[src/rtl/fifo_sync_ctrl_if.sv]
`default_nettype none
// ============================================================================
// Module   : fifo_sync_ctrl_if
// Desc     : Request/response and status bundle for the single-clock FIFO.
// Revision : 1.0
// ============================================================================
interface fifo_sync_ctrl_if #(
    parameter int ADDRESS_SIZE = 4,
    parameter int DATA_WIDTH   = 8
);
    logic                    w_en;
    logic [DATA_WIDTH-1:0]   w_data;
    logic                    r_en;
    logic [DATA_WIDTH-1:0]   r_data;
    logic                    r_valid;
    logic [ADDRESS_SIZE:0]   af_level;
    logic [ADDRESS_SIZE:0]   ae_level;
    logic                    clr_err;
    logic                    w_full;
    logic                    w_almost_full;
    logic                    r_empty;
    logic                    r_almost_empty;
    logic [ADDRESS_SIZE:0]   count;
    logic [ADDRESS_SIZE:0]   w_ptr;
    logic [ADDRESS_SIZE:0]   r_ptr;
    logic                    w_overflow;
    logic                    r_underflow;

    modport master (
        output w_en, w_data, r_en, af_level, ae_level, clr_err,
        input  r_data, r_valid, w_full, w_almost_full, r_empty, r_almost_empty,
               count, w_ptr, r_ptr, w_overflow, r_underflow
    );

    modport slave (
        input  w_en, w_data, r_en, af_level, ae_level, clr_err,
        output r_data, r_valid, w_full, w_almost_full, r_empty, r_almost_empty,
               count, w_ptr, r_ptr, w_overflow, r_underflow
    );
endinterface
`default_nettype wire

[src/rtl/fifo_sync_ctrl.sv]
`default_nettype none
// ============================================================================
// Module   : fifo_sync_ctrl
// Desc     : Single-clock FIFO with registered flags, occupancy count,
//            Gray-coded pointer export and sticky overflow/underflow.
// Revision : 1.0
// ============================================================================
module fifo_sync_ctrl #(
    parameter int ADDRESS_SIZE = 4,
    parameter int DATA_WIDTH   = 8
) (
    input  wire              clk,
    input  wire              rst,
    fifo_sync_ctrl_if.slave  bus
);
    localparam int DEPTH = 1 << ADDRESS_SIZE;
    localparam logic [ADDRESS_SIZE:0] C_DEPTH = {1'b1, {ADDRESS_SIZE{1'b0}}};
    localparam logic [ADDRESS_SIZE:0] C_ONE   = {{ADDRESS_SIZE{1'b0}}, 1'b1};

    logic [DATA_WIDTH-1:0] mem [DEPTH];

    logic [ADDRESS_SIZE:0]  wbin_q, wbin_d, rbin_q, rbin_d;
    logic [ADDRESS_SIZE:0]  wgray_q, wgray_d, rgray_q, rgray_d;
    logic [ADDRESS_SIZE:0]  count_q, count_d;
    logic                   full_q, full_d, empty_q, empty_d;
    logic                   afull_q, afull_d, aempty_q, aempty_d;
    logic                   ovf_q, ovf_d, unf_q, unf_d;
    logic [DATA_WIDTH-1:0]  rdata_q, rdata_d;
    logic                   rvalid_q, rvalid_d;
    logic                   wacc, racc;

    // Acceptance uses only registered flags, so no request reaches an output
    // combinationally and simultaneous requests at full/empty resolve cleanly.
    always_comb begin
        wacc     = bus.w_en & ~full_q;
        racc     = bus.r_en & ~empty_q;
        wbin_d   = wacc ? wbin_q + C_ONE : wbin_q;
        rbin_d   = racc ? rbin_q + C_ONE : rbin_q;
        count_d  = count_q;
        case ({wacc, racc})
            2'b10:   count_d = count_q + C_ONE;
            2'b01:   count_d = count_q - C_ONE;
            default: count_d = count_q;
        endcase
        full_d   = (count_d == C_DEPTH);
        empty_d  = (count_d == '0);
        afull_d  = (count_d >= bus.af_level);
        aempty_d = (count_d <= bus.ae_level);
        wgray_d  = wbin_d ^ (wbin_d >> 1);
        rgray_d  = rbin_d ^ (rbin_d >> 1);
        // A new error in the same cycle as clr_err wins.
        ovf_d    = (ovf_q & ~bus.clr_err) | (bus.w_en & full_q);
        unf_d    = (unf_q & ~bus.clr_err) | (bus.r_en & empty_q);
        rdata_d  = racc ? mem[rbin_q[ADDRESS_SIZE-1:0]] : rdata_q;
        rvalid_d = racc;
    end

    always_ff @(posedge clk) begin
        if (!rst && wacc) begin
            mem[wbin_q[ADDRESS_SIZE-1:0]] <= bus.w_data;
        end
    end

    always_ff @(posedge clk) begin
        if (rst) begin
            wbin_q   <= '0;
            rbin_q   <= '0;
            wgray_q  <= '0;
            rgray_q  <= '0;
            count_q  <= '0;
            full_q   <= 1'b0;
            empty_q  <= 1'b1;
            afull_q  <= 1'b0;
            aempty_q <= 1'b1;
            ovf_q    <= 1'b0;
            unf_q    <= 1'b0;
            rdata_q  <= '0;
            rvalid_q <= 1'b0;
        end else begin
            wbin_q   <= wbin_d;
            rbin_q   <= rbin_d;
            wgray_q  <= wgray_d;
            rgray_q  <= rgray_d;
            count_q  <= count_d;
            full_q   <= full_d;
            empty_q  <= empty_d;
            afull_q  <= afull_d;
            aempty_q <= aempty_d;
            ovf_q    <= ovf_d;
            unf_q    <= unf_d;
            rdata_q  <= rdata_d;
            rvalid_q <= rvalid_d;
        end
    end

    assign bus.r_data         = rdata_q;
    assign bus.r_valid        = rvalid_q;
    assign bus.w_full         = full_q;
    assign bus.r_empty        = empty_q;
    assign bus.w_almost_full  = afull_q;
    assign bus.r_almost_empty = aempty_q;
    assign bus.count          = count_q;
    assign bus.w_ptr          = wgray_q;
    assign bus.r_ptr          = rgray_q;
    assign bus.w_overflow     = ovf_q;
    assign bus.r_underflow    = unf_q;
endmodule
`default_nettype wire

[src/flat_wrapper.sv]
// flat-port wrapper written by rule: the top's interface ports become plain ports
module fifo_sync_ctrl_flat 
#(
    parameter int ADDRESS_SIZE = 4,
    parameter int DATA_WIDTH   = 8
)
  (clk, rst, bus_w_en, bus_w_data, bus_r_en, bus_af_level, bus_ae_level, bus_clr_err, bus_r_data, bus_r_valid, bus_w_full, bus_w_almost_full, bus_r_empty, bus_r_almost_empty, bus_count, bus_w_ptr, bus_r_ptr, bus_w_overflow, bus_r_underflow);
  fifo_sync_ctrl_if #(.ADDRESS_SIZE(ADDRESS_SIZE), .DATA_WIDTH(DATA_WIDTH)) bus_i ();
  input  wire clk;
  input  wire rst;
  input wire logic [$bits(bus_i.w_en)-1:0] bus_w_en;
  input wire logic [$bits(bus_i.w_data)-1:0] bus_w_data;
  input wire logic [$bits(bus_i.r_en)-1:0] bus_r_en;
  input wire logic [$bits(bus_i.af_level)-1:0] bus_af_level;
  input wire logic [$bits(bus_i.ae_level)-1:0] bus_ae_level;
  input wire logic [$bits(bus_i.clr_err)-1:0] bus_clr_err;
  output wire logic [$bits(bus_i.r_data)-1:0] bus_r_data;
  output wire logic [$bits(bus_i.r_valid)-1:0] bus_r_valid;
  output wire logic [$bits(bus_i.w_full)-1:0] bus_w_full;
  output wire logic [$bits(bus_i.w_almost_full)-1:0] bus_w_almost_full;
  output wire logic [$bits(bus_i.r_empty)-1:0] bus_r_empty;
  output wire logic [$bits(bus_i.r_almost_empty)-1:0] bus_r_almost_empty;
  output wire logic [$bits(bus_i.count)-1:0] bus_count;
  output wire logic [$bits(bus_i.w_ptr)-1:0] bus_w_ptr;
  output wire logic [$bits(bus_i.r_ptr)-1:0] bus_r_ptr;
  output wire logic [$bits(bus_i.w_overflow)-1:0] bus_w_overflow;
  output wire logic [$bits(bus_i.r_underflow)-1:0] bus_r_underflow;
  assign bus_i.w_en = bus_w_en;
  assign bus_i.w_data = bus_w_data;
  assign bus_i.r_en = bus_r_en;
  assign bus_i.af_level = bus_af_level;
  assign bus_i.ae_level = bus_ae_level;
  assign bus_i.clr_err = bus_clr_err;
  assign bus_r_data = bus_i.r_data;
  assign bus_r_valid = bus_i.r_valid;
  assign bus_w_full = bus_i.w_full;
  assign bus_w_almost_full = bus_i.w_almost_full;
  assign bus_r_empty = bus_i.r_empty;
  assign bus_r_almost_empty = bus_i.r_almost_empty;
  assign bus_count = bus_i.count;
  assign bus_w_ptr = bus_i.w_ptr;
  assign bus_r_ptr = bus_i.r_ptr;
  assign bus_w_overflow = bus_i.w_overflow;
  assign bus_r_underflow = bus_i.r_underflow;
  fifo_sync_ctrl #(.ADDRESS_SIZE(ADDRESS_SIZE), .DATA_WIDTH(DATA_WIDTH)) u_core (.clk(clk), .rst(rst), .bus(bus_i));
endmodule
[config.mk]
export PLATFORM = sky130hd
export DESIGN_NAME = fifo_sync_ctrl_flat
export DESIGN_NICKNAME = d
export VERILOG_FILES = /design/src/rtl/fifo_sync_ctrl_if.sv /design/src/rtl/fifo_sync_ctrl.sv /design/src/flat_wrapper.sv
export SDC_FILE = /design/constraint.sdc
export NUM_CORES = 1
export LEC_CHECK = 0
export BUFFER_PORTS_ARGS = -buffer_cell sky130_fd_sc_hd__buf_2
export CORE_MARGIN = 5
export CORE_UTILIZATION = 30
export DETAILED_ROUTE_END_ITERATION = 12
export GPL_TIMING_DRIVEN = 1
export HOLD_SLACK_MARGIN = 0.06
export PLACE_DENSITY = 0.48
export SLEW_MARGIN = 20
export SYNTH_ARGS = -nofsm -noshare
export SYNTH_HDL_FRONTEND = slang
export SYNTH_SLANG_ARGS = --single-unit
[constraint.sdc]
create_clock -name clk -period 3.53 [get_ports clk]
set_clock_uncertainty 0.2 [all_clocks]
set_input_delay 0 -clock clk [delete_from_list [all_inputs] [get_ports clk]]
set_output_delay 0 -clock clk [all_outputs]
set_load 0.1 [all_outputs]
==> results.txt, run 1 <==
The synthesized netlist contains 41 unique library cells. The proportion of layout cells with a drive suffix above 1 came out at around a quarter. Across the whole layout, storage elements account for between 4000 and 5000 um^2.

The nature of the critical path endpoint is a flip-flop. In this run, CTS created clock tree buffers numbering 17. The share of synthesized registers carrying an async set or reset is 0%.

The worst relative slew slack is approximately 51%. The min-delay analysis places its worst path in the category primary input to flip-flop. On the worst path, the slowest cell contributes a delay of 0.57 ns. The first global-routing pass estimated about 22,000 um of wire. The wire length per cell is between 15 and 20 um.

The H-tree depth reported by CTS came out at 4. The worst hold path terminates at u_core.bus.w_almost_full$_SDFF_PP0_. The instance count of the mapped netlist came out at ~410. The placed wire-length estimate after detailed placement came out at about 9400 um. The diode insertion count for antenna repair came out at 0. The overall power is around 5.3 mW. The I/O pin count is 53. The flow ran to the end, and the final reports show no timing, DRC or antenna violations. The arrival time of data at the critical path endpoint is 3.51 ns. The launch instance of the worst min-delay path is bus_af_level[2]. The number of I/O port buffers came out at 52. The data required time of the worst path came out at approximately 3.7 ns.

The number of enable-type register cells in the synthesized netlist is 128. The Yosys warning count came out at 0. The number of cells on the worst reg-to-reg path is 13. The highest fanout seen on the critical path came out at 16.

The clock period could shrink to approximately 3.3 ns. The total iterations of the first detailed-routing run came out at 4. In this run the critical register-to-register path is captured at u_core.bus.r_almost_empty$_SDFF_PP1_. The max-capacitance violation count came out at 0. The core region is about 23,000 um^2. The count of final setup violators came out at 0. The area of combinational cells with multiple inputs came out at 2100 um^2. The achievable frequency is roughly 0.3 GHz. The final hold violation count is 0.

The most used flip-flop cell after synthesis is sky130_fd_sc_hd__edfxtp_1. The number of placement rows is 55. The clock net in this run drives a total of approximately 170 sinks. The slack of the worst reg-to-reg path came out at 0.19 ns. TritonCTS built the clock tree.

The starting density of the core is a little under a third. The initial antenna violation count is 0. The number of routed nets with antenna violations came out at 0.

The violation count after the first detailed-route iteration came out at about 180. The detailed router placed 3,693 vias in this run. The global routing usage summed across all routing layers is approximately 11%. The clock insertion delay at the later pin of the skew report came out at approximately 0.42 ns. In this design, the largest share of critical-path delay is due to buffers and inverters. The maximum ir drop on the vdd rail is 0.000340 V. The kind of launch point of the worst setup path is a flip-flop. The critical path goes through nand2b_1 -> clkinv_1 -> buf_4 -> ha_2 -> mux2_2 -> ha_1 -> nor2b_1 -> o21ai_0 -> nand3_1 -> dlygate4sd3_1 -> nand2_1 -> o21ai_0 -> nand2_1. The layout net count came out at 530.

The floorplan step set the die width to 162 um. Leaving out fill and tap cells, the most frequent cell in the layout is sky130_fd_sc_hd__edfxtp_1. The worst setup path is of the flip-flop to flip-flop kind. The pin count of the biggest net entering global routing is 39. The routability-driven placement congestion ratio came out at around 0.74.

The reported leakage power is about 2.9 nW. The final core utilization came out at between 30% and 40%. The cell area after synthesis is just under 7000 um^2. The total of fill cells in the finished design came out at 2,121. The share of the cycle needed by the critical path after routing came out at a little over nine tenths. In this run the clock root is driven by a sky130_fd_sc_hd__clkbuf_16.

The final layout contains routed wiring with a total length of about 14,000 um. The power density normalized to cell area is 645 nW/um^2. The die outline height is about 160 um.

The average footprint of a synthesized cell is roughly 17 um^2. The number of stages on the worst hold path came out at 6. In the routed design, unresolved DRC markers number 0. The full die area is about 26,000 um^2. The clock slew seen by the registers of the worst setup and hold paths came out at approximately 0.060 ns. For this design, the slowest cell found on the critical path is sky130_fd_sc_hd__dlygate4sd3_1.

The worst register-to-register path begins at u_core.bus.r_empty$_SDFF_PP1_. Global routing finished with a remaining overflow of 0. Leaving out fill and tap cells, the most frequent cells in the layout are sky130_fd_sc_hd__edfxtp_1 (128), sky130_fd_sc_hd__buf_2 (52), sky130_fd_sc_hd__dfxtp_1 (34). The via count of the first global-routing pass is around 3,900. The number of buffers on the longest clock path is 2.

The area growth from synthesis to final layout came out at 19.6%. Summing the sequential cell areas from Yosys gives 66.8% of the chip area. The slew at the pin with the worst max-slew slack is between 0.7 and 0.8 ns.

The number of buffer and inverter instances along the worst setup path came out at 3. The net count after synthesis came out at 452. The average vias per placed instance came out at between 4 and 5. After synthesis the netlist holds a flip-flop and latch count of ~170. The count of pins over their slew limit is 0.
==> cell families after synthesis <==
family | Yosys count | synth area share [%]
buf+inv | 38 | 2.92
compound gates | 36 | 3.29
mux | 41 | 14.2
simple gates | 92 | 6.72
xor+xnor | 26 | 3.30
flops | 166 | 66.8
fa+ha+maj | 15 | 2.72
==> registers in the layout (all words and copies together) (netlist names) <==
| register | count |
|---|---|
| u_core.bus.r_data | 8 |
| u_core.bus.r_ptr | 5 |
| u_core.wbin_q | 4 |
| u_core.bus.w_almost_full | 1 |
| u_core.bus.w_full | 1 |
| u_core.mem | 128 |
| u_core.bus.w_overflow | 1 |
| u_core.bus.w_ptr | 5 |
| u_core.rbin_q | 4 |
| u_core.bus.r_empty | 1 |
| u_core.bus.r_almost_empty | 1 |
| u_core.bus.count | 5 |
| u_core.bus.r_underflow | 1 |
| u_core.bus.r_valid | 1 |
==> per-layer routing <==
metal  share of wire (%)  track usage [%]  wire length (um)  vias up
li1                    -                -                 -     1744
met1                  45             14.0              6290     1857
met2                  50             18.5              6890       77
met3                 3.8             2.37               531       15
met4                 1.3             3.96               180        0
met5                   0                0                 0        -
==> worst reg2reg max path, stage by stage (launching register included) <==
cell and delay (ns):
sky130_fd_sc_hd__dfxtp_4 0.34, sky130_fd_sc_hd__nand2b_1 0.12, sky130_fd_sc_hd__clkinv_1 0.09, sky130_fd_sc_hd__buf_4 0.21, sky130_fd_sc_hd__ha_2 0.40, sky130_fd_sc_hd__mux2_2 0.40, sky130_fd_sc_hd__ha_1 0.30, sky130_fd_sc_hd__nor2b_1 0.13
sky130_fd_sc_hd__o21ai_0 0.22, sky130_fd_sc_hd__nand3_1 0.11, sky130_fd_sc_hd__dlygate4sd3_1 0.57, sky130_fd_sc_hd__nand2_1 0.06, sky130_fd_sc_hd__o21ai_0 0.06, sky130_fd_sc_hd__nand2_1 0.08
==> how the worst max path moves through the flow <==
stage          cells past startpoint                                    to                           from
5_1_grt                           14   u_core.bus.w_almost_full$_SDFF_PP0_   u_core.bus.w_full$_SDFF_PP0_
6_report                          13  u_core.bus.r_almost_empty$_SDFF_PP1_  u_core.bus.r_empty$_SDFF_PP1_
4_1_cts                           16  u_core.bus.r_almost_empty$_SDFF_PP1_  u_core.bus.r_empty$_SDFF_PP1_
3_5_place_dp                      14   u_core.bus.w_almost_full$_SDFF_PP0_   u_core.bus.w_full$_SDFF_PP0_
3_3_place_gp                      14   u_core.bus.w_almost_full$_SDFF_PP0_   u_core.bus.w_full$_SDFF_PP0_
2_1_floorplan                     15   u_core.bus.w_almost_full$_SDFF_PP0_   u_core.bus.w_full$_SDFF_PP0_
==> timing repair <==
item                                    CTS  global route
setup buffers                             0             1
gates resized for setup                   0             4
endpoints found under the setup margin    0             2
hold buffers                             23             0
hold endpoints to repair                164             0
==> cell type report <==
| cell class | instances | share of cell area [%] |
|---|---|---|
| sequential | 166 | 56.0 |
| multi-input combinational | 210 | 25.5 |
| inverter | 15 | 0.683 |
| timing repair buffer | 82 | 6.59 |
| clock buffer | 19 | 5.26 |
| tap | 285 | 4.33 |
| clock inverter | 13 | 1.66 |
==> synth_stat cells (2+ instances only) <==
cell	n	area share, %
sky130_fd_sc_hd__a21o_1	3	0.33
sky130_fd_sc_hd__a21oi_1	15	1.1
sky130_fd_sc_hd__a22oi_1	2	0.22
sky130_fd_sc_hd__a31oi_1	2	0.18
sky130_fd_sc_hd__and2_1	16	1.5
sky130_fd_sc_hd__and4_1	2	0.25
sky130_fd_sc_hd__buf_12	2	0.58
sky130_fd_sc_hd__buf_2	3	0.22
sky130_fd_sc_hd__buf_4	2	0.22
sky130_fd_sc_hd__buf_6	2	0.33
sky130_fd_sc_hd__clkbuf_1	13	0.71
sky130_fd_sc_hd__dfxtp_1	38	11
sky130_fd_sc_hd__edfxtp_1	128	56
sky130_fd_sc_hd__ha_1	15	2.7
sky130_fd_sc_hd__inv_1	13	0.71
sky130_fd_sc_hd__mux4_1	18	6.9
sky130_fd_sc_hd__mux4_2	22	7.2
sky130_fd_sc_hd__nand2_1	26	1.4
sky130_fd_sc_hd__nand2b_1	3	0.27
sky130_fd_sc_hd__nand4_1	5	0.45
sky130_fd_sc_hd__nand4b_1	3	0.38
sky130_fd_sc_hd__nor2_1	26	1.4
sky130_fd_sc_hd__nor2b_1	4	0.36
sky130_fd_sc_hd__nor3_1	2	0.15
sky130_fd_sc_hd__nor3b_1	2	0.22
sky130_fd_sc_hd__o211ai_1	3	0.33
sky130_fd_sc_hd__o21ai_0	6	0.44
sky130_fd_sc_hd__xnor2_1	18	2.3
sky130_fd_sc_hd__xor2_1	8	1.0
==> report_power, final <==
group	switching, mW	leakage [nW]	total, mW	internal [mW]
clock network	0.806	0.275	1.80	0.997
registers	0.0816	1.46	2.26	2.18
logic	0.808	1.15	1.24	0.437
==> per-stage QoR <==
| stage | instances | setup WS, ns | TNS, ns | area, um^2 | hold WS [ns] |
|---|---|---|---|---|---|
| 6_report | 790 | 0.185 | 0 | 8240 | 0.151 |
| 5_1_grt | 790 | -0.00286 | -0.00286 | 8240 | 0.179 |
| 4_1_cts | 789 | 0.0332 | 0 | 8210 | 0.126 |
| 3_5_place_dp | 734 | 0.277 | 0 | 7410 | 0.0567 |
| 3_3_place_gp | 734 | 0.398 | 0 | 7410 | 0.0467 |
| 2_1_floorplan | 414 | 0.108 | 0 | 6900 | -0.101 |
No activity file was read; power rests on OpenSTA's default activity.
==> run 2: changes to the inputs <==
--- a/config.mk
+++ b/config.mk
@@ -7,12 +7,13 @@
 export LEC_CHECK = 0
 export BUFFER_PORTS_ARGS = -buffer_cell sky130_fd_sc_hd__buf_2
 export CORE_MARGIN = 5
-export CORE_UTILIZATION = 30
+export CORE_UTILIZATION = 43
 export DETAILED_ROUTE_END_ITERATION = 12
 export GPL_TIMING_DRIVEN = 1
 export HOLD_SLACK_MARGIN = 0.06
-export PLACE_DENSITY = 0.48
+export PLACE_DENSITY = 0.62
 export SLEW_MARGIN = 20
 export SYNTH_ARGS = -nofsm -noshare
 export SYNTH_HDL_FRONTEND = slang
 export SYNTH_SLANG_ARGS = --single-unit
+export TNS_END_PERCENT = 100
==> run 2 against run 1 <==
Effect of this change: combinational power up 3%; final area down 0.49%; sequential share of layout area up 0.27 points; critical path depth up 2; flip-flop and latch count unchanged; hold slack worse by 0.040 ns; register-to-register slack worse by 0.02 ns; routed wire length down 8.0%; via count down 1.4%; highest routed layer unchanged.
==> results.txt, run 2 (synthesis gave the netlist of run 1 again) <==
The flow ran to the end, and the final reports show no timing, DRC or antenna violations. The die outline height came out at 137 um. The number of stages on the worst hold path is 6. The number of placed instances, taps included, is approximately 660. Global routing finished with a remaining overflow of 0. The H-tree depth reported by CTS came out at 4. The slack of the worst reg-to-reg path is approximately 0.16 ns. The total number of clock tree sinks is around 170. The terminus of the critical flop-to-flop path is u_core.bus.r_almost_empty$_SDFF_PP1_. The highest fanout seen on the critical path came out at 3. The worst register-to-register path begins at u_core.bus.r_empty$_SDFF_PP1_. Routability-driven placement finished with a final weighted congestion of roughly 0.77. The wire-length estimate of the detail-placed layout is 8650 um. The I/O pin count is 53. The post-route netlist has roughly a quarter of its cells at a drive strength greater than 1. By startpoint and endpoint, the worst setup path is classified as flip-flop to flip-flop. For this block, the initial DRC count from the detailed router was about 130. After routing, the total negative slack on setup checks comes to 0 ns. The worst hold path begins at bus_af_level[2].

The cell chosen for the clock root is sky130_fd_sc_hd__clkbuf_16. The count of final setup violators is 0. The initial antenna violation count was 0. The count of cells along the worst register-to-register path came out at 15. The total of fill cells in the finished design is approximately 1,300. In the layout the commonest cells are sky130_fd_sc_hd__edfxtp_1 (128), sky130_fd_sc_hd__buf_2 (52), sky130_fd_sc_hd__dfxtp_1 (34). The achievable frequency is a little under 0.3 GHz. The worst hold path terminates at u_core.bus.w_almost_full$_SDFF_PP0_.

The vias after detailed routing is around 3,600. The share of the cycle needed by the critical path after routing is 95.4%. STA puts the critical path data required time at 3.64 ns.

The diode insertion count for antenna repair is 0. The clock slew seen by the registers of the worst setup and hold paths came out at 0.06 ns. After detailed routing, the number of vias per cell comes to 5.05. Leaving out fill and tap cells, the most frequent cell in the layout is sky130_fd_sc_hd__edfxtp_1. For this run, design rule violations remaining after detail routing come to 0. The max-capacitance violation count is 0. The wire length per cell is approximately 18 um. The final wirelength is 12,800 um.

The clock passes through at most 2 buffers. The pin count of the biggest net entering global routing came out at 39. The first TritonRoute pass finished after 6 iterations. The layout net count came out at around 530.

Setup repair after global routing left no endpoint under its margin. The count of pins over their slew limit is 0. Counting I/O delays and the setup requirement, the final critical path takes ~3.4 ns. The path type of the worst min-delay path is primary input to flip-flop.

The finished layout holds roughly 720 standard cells, fillers aside. The first-pass GRT wire length came out at 20,300 um. The number of clock buffers added by TritonCTS is 17. The die covers roughly 19,000 um^2. The nature of the critical path endpoint is a flip-flop. The arrival time of data at the critical path endpoint is 3.47 ns. STA classifies the critical path startpoint as a flip-flop. The clock insertion delay at the later pin of the skew report is 0.42 ns. For this design the ratio of total power to cell area is around 640 nW/um^2. The region available for standard cell placement spans around 16,000 um^2. The register with the most flip-flops in the layout has about 130 of them.

The overall die width came out at around 140 um. VDD sags by at most around 0.0004 V. The worst relative slew slack is 53.5%. The final hold violation count came to 0. The number of I/O port buffers is 52.

For this run, the total global-route usage over all layers was measured as between 10% and 20%. The number of placement rows is 46. TritonCTS built the clock tree.

The starting density of the core came out at 43.5%. The number of routed nets with antenna violations is 0. At the pin with the least slew margin, the transition time is approximately 0.70 ns. The via count of the first global-routing pass is 3,794. The area growth from synthesis to final layout is 19.0%.

The reported leakage power is between 2 and 3 nW.
## run 2: cell count changes in the layout (fill, tap and decap cells not counted), moves of 2 or more
cell | before | now
sky130_fd_sc_hd__clkinv_2 | 1 | 3
sky130_fd_sc_hd__inv_6 | 5 | 1
sky130_fd_sc_hd__clkbuf_1 | 2 | 0
sky130_fd_sc_hd__clkinv_1 | 1 | 4
sky130_fd_sc_hd__clkinv_4 | 1 | 4
sky130_fd_sc_hd__ha_1 | 14 | 12
## run 2: how the worst max path moves through the flow
| stage | cells past startpoint | endpoint | startpoint |
|---|---|---|---|
| 5_1_grt | 16 | u_core.bus.r_almost_empty$_SDFF_PP1_ | u_core.bus.r_empty$_SDFF_PP1_ |
| 2_1_floorplan | 15 | u_core.bus.w_almost_full$_SDFF_PP0_ | u_core.bus.w_full$_SDFF_PP0_ |
| 3_5_place_dp | 14 | u_core.bus.w_almost_full$_SDFF_PP0_ | u_core.bus.w_full$_SDFF_PP0_ |
| 6_report | 15 | u_core.bus.r_almost_empty$_SDFF_PP1_ | u_core.bus.r_empty$_SDFF_PP1_ |
| 4_1_cts | 16 | u_core.bus.r_almost_empty$_SDFF_PP1_ | u_core.bus.r_empty$_SDFF_PP1_ |
| 3_3_place_gp | 14 | u_core.bus.w_almost_full$_SDFF_PP0_ | u_core.bus.w_full$_SDFF_PP0_ |
## run 2: area by class of cell
| class | instances | area, um^2 | area share (%) |
|---|---|---|---|
| clock buffer | 17 | 425 | 5.19 |
| tap | 216 | 270 | 3.30 |
| clock inverter | 15 | 130 | 1.59 |
| sequential | 166 | 4610 | 56.3 |
| inverter | 15 | 56.3 | 0.687 |
| multi-input combinational | 210 | 2140 | 26.1 |
| timing repair buffer | 83 | 566 | 6.90 |
## run 2: layer usage
layer / GRT usage, % / vias up / share of wire [%]
met5: 0 / - / 0
met4: 4.03 / 0 / 0.80
met3: 4.26 / 10 / 5.3
met2: 24.2 / 96 / 49
met1: 19.1 / 1791 / 45
li1: - / 1746 / -
## run 2: repair_timing
action / 4_1_cts / 5_1_grt
endpoints found under the hold margin: 164 / 0
setup buffers: 0 / 2
hold buffers: 24 / 0
gates resized for setup: 0 / 12
endpoints found under the setup margin: 0 / 2
## run 2: stage by stage
step / utilization [%] / hold slack, ns / power (mW) / setup WS (ns) / cell area (um^2)
3_5_place_dp: 46.3 / 0.0674 / 3.50 / 0.276 / 7330
3_3_place_gp: 46.3 / 0.0515 / 3.48 / 0.419 / 7330
4_1_cts: 51.4 / 0.0879 / 5.26 / 0.0121 / 8130
2_1_floorplan: - / -0.101 / 3.28 / 0.108 / 6900
6_report: 51.8 / 0.112 / 5.27 / 0.162 / 8200
5_1_grt: 51.8 / 0.165 / 5.50 / 0.00891 / 8200
## run 2: power by group
group	total, mW	internal (mW)	switching, mW
Combinational	1.28	0.466	0.816
Sequential	2.27	2.18	0.0816
Clock	1.72	0.973	0.746
## run 2: critical path, stage by stage (launching register included)
cell and delay (ns):
sky130_fd_sc_hd__dfxtp_4 0.34, sky130_fd_sc_hd__nand2b_1 0.16, sky130_fd_sc_hd__clkinv_1 0.07, sky130_fd_sc_hd__nand2_2 0.07, sky130_fd_sc_hd__xnor2_2 0.16, sky130_fd_sc_hd__ha_2 0.20
sky130_fd_sc_hd__or3b_2 0.43, sky130_fd_sc_hd__nand4_1 0.10, sky130_fd_sc_hd__a21oi_1 0.08, sky130_fd_sc_hd__xnor2_1 0.26, sky130_fd_sc_hd__inv_1 0.14, sky130_fd_sc_hd__ha_4 0.30
sky130_fd_sc_hd__a21oi_2 0.04, sky130_fd_sc_hd__dlygate4sd3_1 0.55, sky130_fd_sc_hd__o21ai_0 0.07, sky130_fd_sc_hd__nand2_1 0.08
